<file path="src/rtl/kbd_pkg.sv">
// Shared constants, state encoding and row actions for the keypad RGB controller.
// apply_act is the one place where a channel level is stepped, set or cleared.
package kbd_pkg;

   localparam int SCAN_TICKS_DEF     = 25000;
   localparam int DEBOUNCE_SCANS_DEF = 8;
   localparam int STEP_DEF           = 16;

   localparam int NUM_COLS = 3;
   localparam int NUM_ROWS = 4;

   typedef enum logic [1:0] {
      ST_SETTLE  = 2'd0,
      ST_SAMPLE  = 2'd1,
      ST_ADVANCE = 2'd2
   } scan_state_t;

   // The row index doubles as the action code.
   typedef enum logic [1:0] {
      ACT_INC  = 2'd0,
      ACT_DEC  = 2'd1,
      ACT_MAX  = 2'd2,
      ACT_ZERO = 2'd3
   } row_act_t;

   localparam logic [1:0] CH_R = 2'd0;
   localparam logic [1:0] CH_G = 2'd1;
   localparam logic [1:0] CH_B = 2'd2;

   // Nine-bit arithmetic: bit 8 flags overflow on INC and borrow on DEC.
   function automatic logic [7:0] apply_act(input logic [7:0] val,
                                            input row_act_t   act,
                                            input logic [7:0] step);
      logic [8:0] w_wide;
      logic [7:0] w_res;
      w_wide = 9'd0;
      w_res  = val;
      case (act)
         ACT_INC: begin
            w_wide = {1'b0, val} + {1'b0, step};
            w_res  = w_wide[8] ? 8'hFF : w_wide[7:0];
         end
         ACT_DEC: begin
            w_wide = {1'b0, val} - {1'b0, step};
            w_res  = w_wide[8] ? 8'h00 : w_wide[7:0];
         end
         ACT_MAX: w_res = 8'hFF;
         default: w_res = 8'h00;
      endcase
      return w_res;
   endfunction

endpackage

</file>
<file path="src/rtl/key_debounce.sv">
// Debounce for one key: the stable state flips after DEBOUNCE_SCANS consecutive
// disagreeing samples; o_press pulses combinationally on the sample that flips 0->1.
module key_debounce
   import kbd_pkg::*;
#(
   parameter int DEBOUNCE_SCANS = DEBOUNCE_SCANS_DEF
) (
   input  logic clk,
   input  logic rst_n,
   input  logic i_sample_en,
   input  logic i_raw,
   output logic o_press
);

   logic [3:0] r_cnt;
   logic       r_stable;
   logic       w_differs;
   logic       w_flip;

   assign w_differs = (i_raw != r_stable);
   assign w_flip    = i_sample_en && w_differs && (r_cnt == 4'(DEBOUNCE_SCANS - 1));
   assign o_press   = w_flip && i_raw;

   always_ff @(posedge clk) begin
      if (!rst_n) begin
         r_cnt    <= 4'd0;
         r_stable <= 1'b0;
      end else if (i_sample_en) begin
         if (!w_differs) begin
            r_cnt <= 4'd0;
         end else if (w_flip) begin
            r_stable <= i_raw;
            r_cnt    <= 4'd0;
         end else begin
            r_cnt <= r_cnt + 4'd1;
         end
      end
   end

endmodule

</file>
<file path="src/rtl/keypad_rgb_ctrl.sv">
// 3x4 keypad scanner driving three 8-bit RGB duty levels.
// Valid/ready is not used here: key_event is a single-cycle strobe qualifying key_code and data.
module keypad_rgb_ctrl
   import kbd_pkg::*;
#(
   parameter int SCAN_TICKS     = SCAN_TICKS_DEF,
   parameter int DEBOUNCE_SCANS = DEBOUNCE_SCANS_DEF,
   parameter int STEP           = STEP_DEF
) (
   input  logic        clk,
   input  logic        rst_n,
   input  logic [3:0]  col_data,
   output logic [2:0]  col_power,
   output logic [23:0] data,
   output logic        key_event,
   output logic [3:0]  key_code
);

   localparam int              CNT_W     = $clog2(SCAN_TICKS);
   localparam logic [CNT_W-1:0] SAMPLE_AT = CNT_W'(SCAN_TICKS - 2);
   localparam logic [7:0]      STEP_8    = 8'(STEP);

   logic [3:0]       r_sync1;
   logic [3:0]       r_sync2;
   scan_state_t      r_state;
   logic [CNT_W-1:0] r_cnt;
   logic [1:0]       r_col;
   logic [2:0]       r_col_power;
   logic [23:0]      r_data;
   logic             r_key_event;
   logic [3:0]       r_key_code;

   logic                       w_sample_en;
   logic [NUM_COLS*NUM_ROWS-1:0] w_press;
   logic [NUM_ROWS-1:0]        w_col_press;
   logic                       w_any;
   logic [1:0]                 w_row;
   row_act_t                   w_act;
   logic [7:0]                 w_cur;
   logic [7:0]                 w_new;

   assign w_sample_en = (r_state == ST_SAMPLE);

   for (genvar c = 0; c < NUM_COLS; c++) begin : g_col
      for (genvar r = 0; r < NUM_ROWS; r++) begin : g_row
         key_debounce #(
            .DEBOUNCE_SCANS(DEBOUNCE_SCANS)
         ) u_key (
            .clk         (clk),
            .rst_n       (rst_n),
            .i_sample_en (w_sample_en && (r_col == 2'(c))),
            .i_raw       (r_sync2[r]),
            .o_press     (w_press[c*NUM_ROWS + r])
         );
      end
   end

   // Only the sampled column can press, so OR-ing columns yields that column's rows.
   assign w_col_press = w_press[3:0] | w_press[7:4] | w_press[11:8];
   assign w_any       = |w_col_press;

   always_comb begin
      w_row = 2'd0;
      if (w_col_press[3])      w_row = 2'd3;
      else if (w_col_press[2]) w_row = 2'd2;
      else if (w_col_press[1]) w_row = 2'd1;
   end

   assign w_act = row_act_t'(w_row);

   always_comb begin
      case (r_col)
         CH_R:    w_cur = r_data[7:0];
         CH_G:    w_cur = r_data[15:8];
         default: w_cur = r_data[23:16];
      endcase
   end

   assign w_new = apply_act(w_cur, w_act, STEP_8);

   always_ff @(posedge clk) begin
      if (!rst_n) begin
         r_sync1     <= 4'd0;
         r_sync2     <= 4'd0;
         r_state     <= ST_SETTLE;
         r_cnt       <= '0;
         r_col       <= 2'd0;
         r_col_power <= 3'b001;
         r_data      <= 24'h000000;
         r_key_event <= 1'b0;
         r_key_code  <= 4'd0;
      end else begin
         r_sync1     <= col_data;
         r_sync2     <= r_sync1;
         r_key_event <= 1'b0;
         case (r_state)
            ST_SETTLE: begin
               r_cnt <= r_cnt + 1'b1;
               if (r_cnt == SAMPLE_AT) r_state <= ST_SAMPLE;
            end
            ST_SAMPLE: begin
               r_state <= ST_ADVANCE;
               if (w_any) begin
                  r_key_event <= 1'b1;
                  r_key_code  <= {r_col, w_row};
                  case (r_col)
                     CH_R:    r_data[7:0]   <= w_new;
                     CH_G:    r_data[15:8]  <= w_new;
                     default: r_data[23:16] <= w_new;
                  endcase
               end
            end
            ST_ADVANCE: begin
               r_cnt       <= '0;
               r_state     <= ST_SETTLE;
               r_col_power <= {r_col_power[1:0], r_col_power[2]};
               r_col       <= (r_col == CH_B) ? CH_R : r_col + 2'd1;
            end
            default: r_state <= ST_SETTLE;
         endcase
      end
   end

   assign col_power = r_col_power;
   assign data      = r_data;
   assign key_event = r_key_event;
   assign key_code  = r_key_code;

endmodule
</file>
<file path="config.mk">
export PLATFORM = sky130hd
export DESIGN_NAME = keypad_rgb_ctrl
export DESIGN_NICKNAME = d
export VERILOG_FILES = /design/src/rtl/kbd_pkg.sv /design/src/rtl/key_debounce.sv /design/src/rtl/keypad_rgb_ctrl.sv
export SDC_FILE = /design/constraint.sdc
export NUM_CORES = 1
export LEC_CHECK = 0
export ABC_CLOCK_PERIOD_IN_PS = 2250
export CORE_MARGIN = 8
export CORE_UTILIZATION = 53
export DETAILED_ROUTE_END_ITERATION = 8
export MAX_ROUTING_LAYER = met4
export PLACE_DENSITY_LB_ADDON = 0.25
export SLEW_MARGIN = 20
export SYNTH_ARGS = -nofsm -noshare
export SYNTH_HDL_FRONTEND = slang
export SYNTH_SLANG_ARGS = --single-unit
</file>
<file path="constraint.sdc">
create_clock -name clk -period 2.25 [get_ports clk]
set_clock_uncertainty 0.1 [all_clocks]
set_input_delay 0.3375 -clock clk [delete_from_list [all_inputs] [get_ports clk]]
set_output_delay 0.3375 -clock clk [all_outputs]
set_load 0.03 [all_outputs]
</file>
==> flow_summary.ini <==
[status]
outcome = finished with violations
violations = setup timing

[die]
core.rowCount = 37
fp.coreArea_um2 = 10300
die_h_um = 119
ioPinCount = 38
die_w_um = 119
start_util_pct = 54.7
dieArea_um2 = 14200

[setup_path]
worstPathCellList = or4b_4 -> buf_4 -> nor3_2 -> o31a_1 -> nor2_4 -> buf_4 -> and3_1 -> o21a_1
worstReg2RegEnd = key_code[3]
cpMaxStageDelayCell = or4b_4
critPathBufInv = 2
r2r_start = r_col[0]
crit_type = flop to flop
path_max_fanout = 6
end_kind = flop
critPathMostFrequentCell = buf_4
worst_ep_required_time_ns = 2.57
crit_family = simple AND/OR/NAND/NOR gates
critical_path_arrival_ns = 2.67
r2r_slack_ns = -0.1
start_kind = flop
reg2regPathDepth = 8
critPathMaxStageDelay_ns = 0.61

[clock_network]
clkTransAtPathRegs_ns = 0.06
ctsHtreeMaxLevel = 4
clock_sinks = 119
worstSkewPairLatency_ns = 0.53
cts_tree = done
clockRootBuffer = clkbuf_8
cts_inserted_buffers = 17
cts_hold_buf = 0
clockBufferDepth = 2

[finish]
mostFrequentLayoutCells = 115 x dfxtp_1, 80 x nor2_1, 74 x buf_4, 61 x a21oi_1, 58 x nand2_1
layout_commonest_cell = dfxtp_1
n_fill_cell = 743
area_growth_pct = 31.2
final_util_pct = 71.8
drive_gt1_share_pct = 19.1
stdcell_count = 927
ff_latch_area_um2 = 2390
multi_input_area_um2 = 3210
nNetsFinal = 801
antenna_cells = 0

[timing]
setup_ws_ns = -0.0985
fin_crit_sh_pct = 104
rsz0062_at_grt = yes
setup_violations = 26
maxSlewHeadroom_pct = 66.0
hold_violations = 0
fmax_mhz = 426
finalMaxSlewViolations = 0
fin_tns_setup_ns = -1.42
fin_crit_ns = 2.35
worst_slew_pin_slew_ns = 0.506

[route]
drcViolationCount = 0
avgViaCountPerCell = 5.68
ant_nets = 0
dr_total_vias = 5266
drt-total-wl_um = 14200
drtPass1Iterations = 5
drt_iter0_drc = 367
wire_per_inst_um = 15.3

[placed_design]
pre_cts_ws_ns = -0.297
dpl.hpwl_um = 9600
place_inst = 892
place.port_buffers = 37
place.gp.congestion = 0.883

[yosys]
synth_edf_count = 0
synth.ff_latch_count = 119
synthesis.instances = 678
postSynthAreaPerCell_um2 = 8.33
netlist_area_um2 = 5650
yosys_warnings = 0
synth-main-ff-cell = dfxtp_1
synthesis.nets = 700
ys_async_sr_fraction_pct = 0
synthDistinctLibCells = 51
ys_seq_area_share_pct = 42.2

[hold_path]
min_from = col_data[2]
whs_path_depth = 2
hold_class = input port to flop
holdPathEnd = r_sync1[2]

[power]
switchingPower_uw = 986
vdd_ir_drop_max_v = 0.000579
p_comb_share_pct = 2.0
p_per_area_nw_per_um2 = 630
p_leak_nw = 2.61
swShare_pct = 21.1
seq_power_share_pct = 45.6
p_int_mw = 3.69
clkPwrFrac_pct = 52.4

[grt]
grt_pass1_vias = 5132
grt_util_all_layers_pct = 20.7
grt_max_degree = 68
grt_pass1_wl_um = 23800
antenna_found_initial = 0
grt_overflow_total = 0

[job]
maxCapViolCount = 0
==> metal layers <==
metal	global-route usage [%]	share of wire (%)
met1	24.3	45
met2	33.9	49
met3	4.96	3.6
met4	7.11	1.7
met5	-	0
==> sequential cells by signal (all words and copies together) (netlist names) <==
name and count:
r_sync1 4, g_col.g_row.u_key.r_stable 12, r_state 2, key_code 4, r_sync2 4, key_event 1, col_power 3, r_col 2
g_col.g_row.u_key.r_cnt 48, data 24, r_cnt 15
==> cell usage after synthesis (19+ instances only) <==
master | number | area share [%]
dfxtp_1 | 119 | 42
nor2_1 | 81 | 5.4
a21oi_1 | 62 | 5.5
nand2_1 | 58 | 3.9
o21ai_0 | 47 | 4.2
inv_1 | 29 | 1.9
nand3_1 | 24 | 2.1
clkbuf_1 | 23 | 1.5
o32ai_1 | 23 | 3.6
nand3b_1 | 20 | 2.7
or3_1 | 19 | 2.1
==> what timing repair did <==
action	4_1_cts	5_1_grt
setup buffers	3	1
resized for setup	32	12
pin swaps	12	6
endpoints found under the setup margin	27	26
endpoints found under the hold margin	0	0
gates cloned	0	0
==> cell type report <==
class / count / share of cell area [%]
timing repair buffer: 115 / 13.4
clock buffer: 22 / 6.25
inverter: 29 / 1.47
tap: 136 / 2.30
sequential: 119 / 32.2
multi-input combinational: 497 / 43.3
clock inverter: 9 / 1.03
==> cell families (layout without fill, tap and decap cells) <==
| group | Yosys count | in the layout | share of synthesized area, % |
|---|---|---|---|
| AOI/OAI and AO/OA | 172 | 172 | 19.0 |
| xor gates and xnor gates | 22 | 22 | 3.41 |
| adders and majority gates | 16 | 16 | 3.54 |
| buffers and inverters | 62 | 175 | 4.63 |
| DFF | 119 | 119 | 42.2 |
| muxes | 12 | 12 | 2.17 |
| and+or+nand+nor | 275 | 275 | 25.0 |
==> power by group through the flow <==
stage | logic [mW] | registers (mW) | clock network [mW]
floorplan | 0.0613 | 2.17 | 0
global placement | 0.0863 | 2.18 | 0
detailed placement | 0.0889 | 2.18 | 0
CTS | 0.0914 | 2.13 | 2.48
global route | 0.102 | 2.13 | 2.58
finish | 0.0934 | 2.13 | 2.45
==> through the flow <==
stage	hold slack [ns]	instance area, um^2	total power, mW
after global routing	0.280	7410	4.81
final	0.286	7410	4.67
after detailed placement	0.323	6610	2.27
after CTS	0.275	7330	4.70
after global placement	0.322	6610	2.26
after floorplan	0.312	5650	2.23
==> worst max-delay path by stage <==
stage	start	end	slack [ns]	cells after the start
floorplan	r_col[0]	data[10]	0.002	8
detailed placement	r_col[0]	data[13]	-0.30	6
global placement	r_col[1]	data[21]	-0.28	6
CTS	r_col[0]	data[23]	-0.02	7
finish	r_col[0]	key_code[3]	-0.1	8
global route	r_state[1]	data[17]	-0.16	7
No activity file was read; power rests on OpenSTA's default activity.
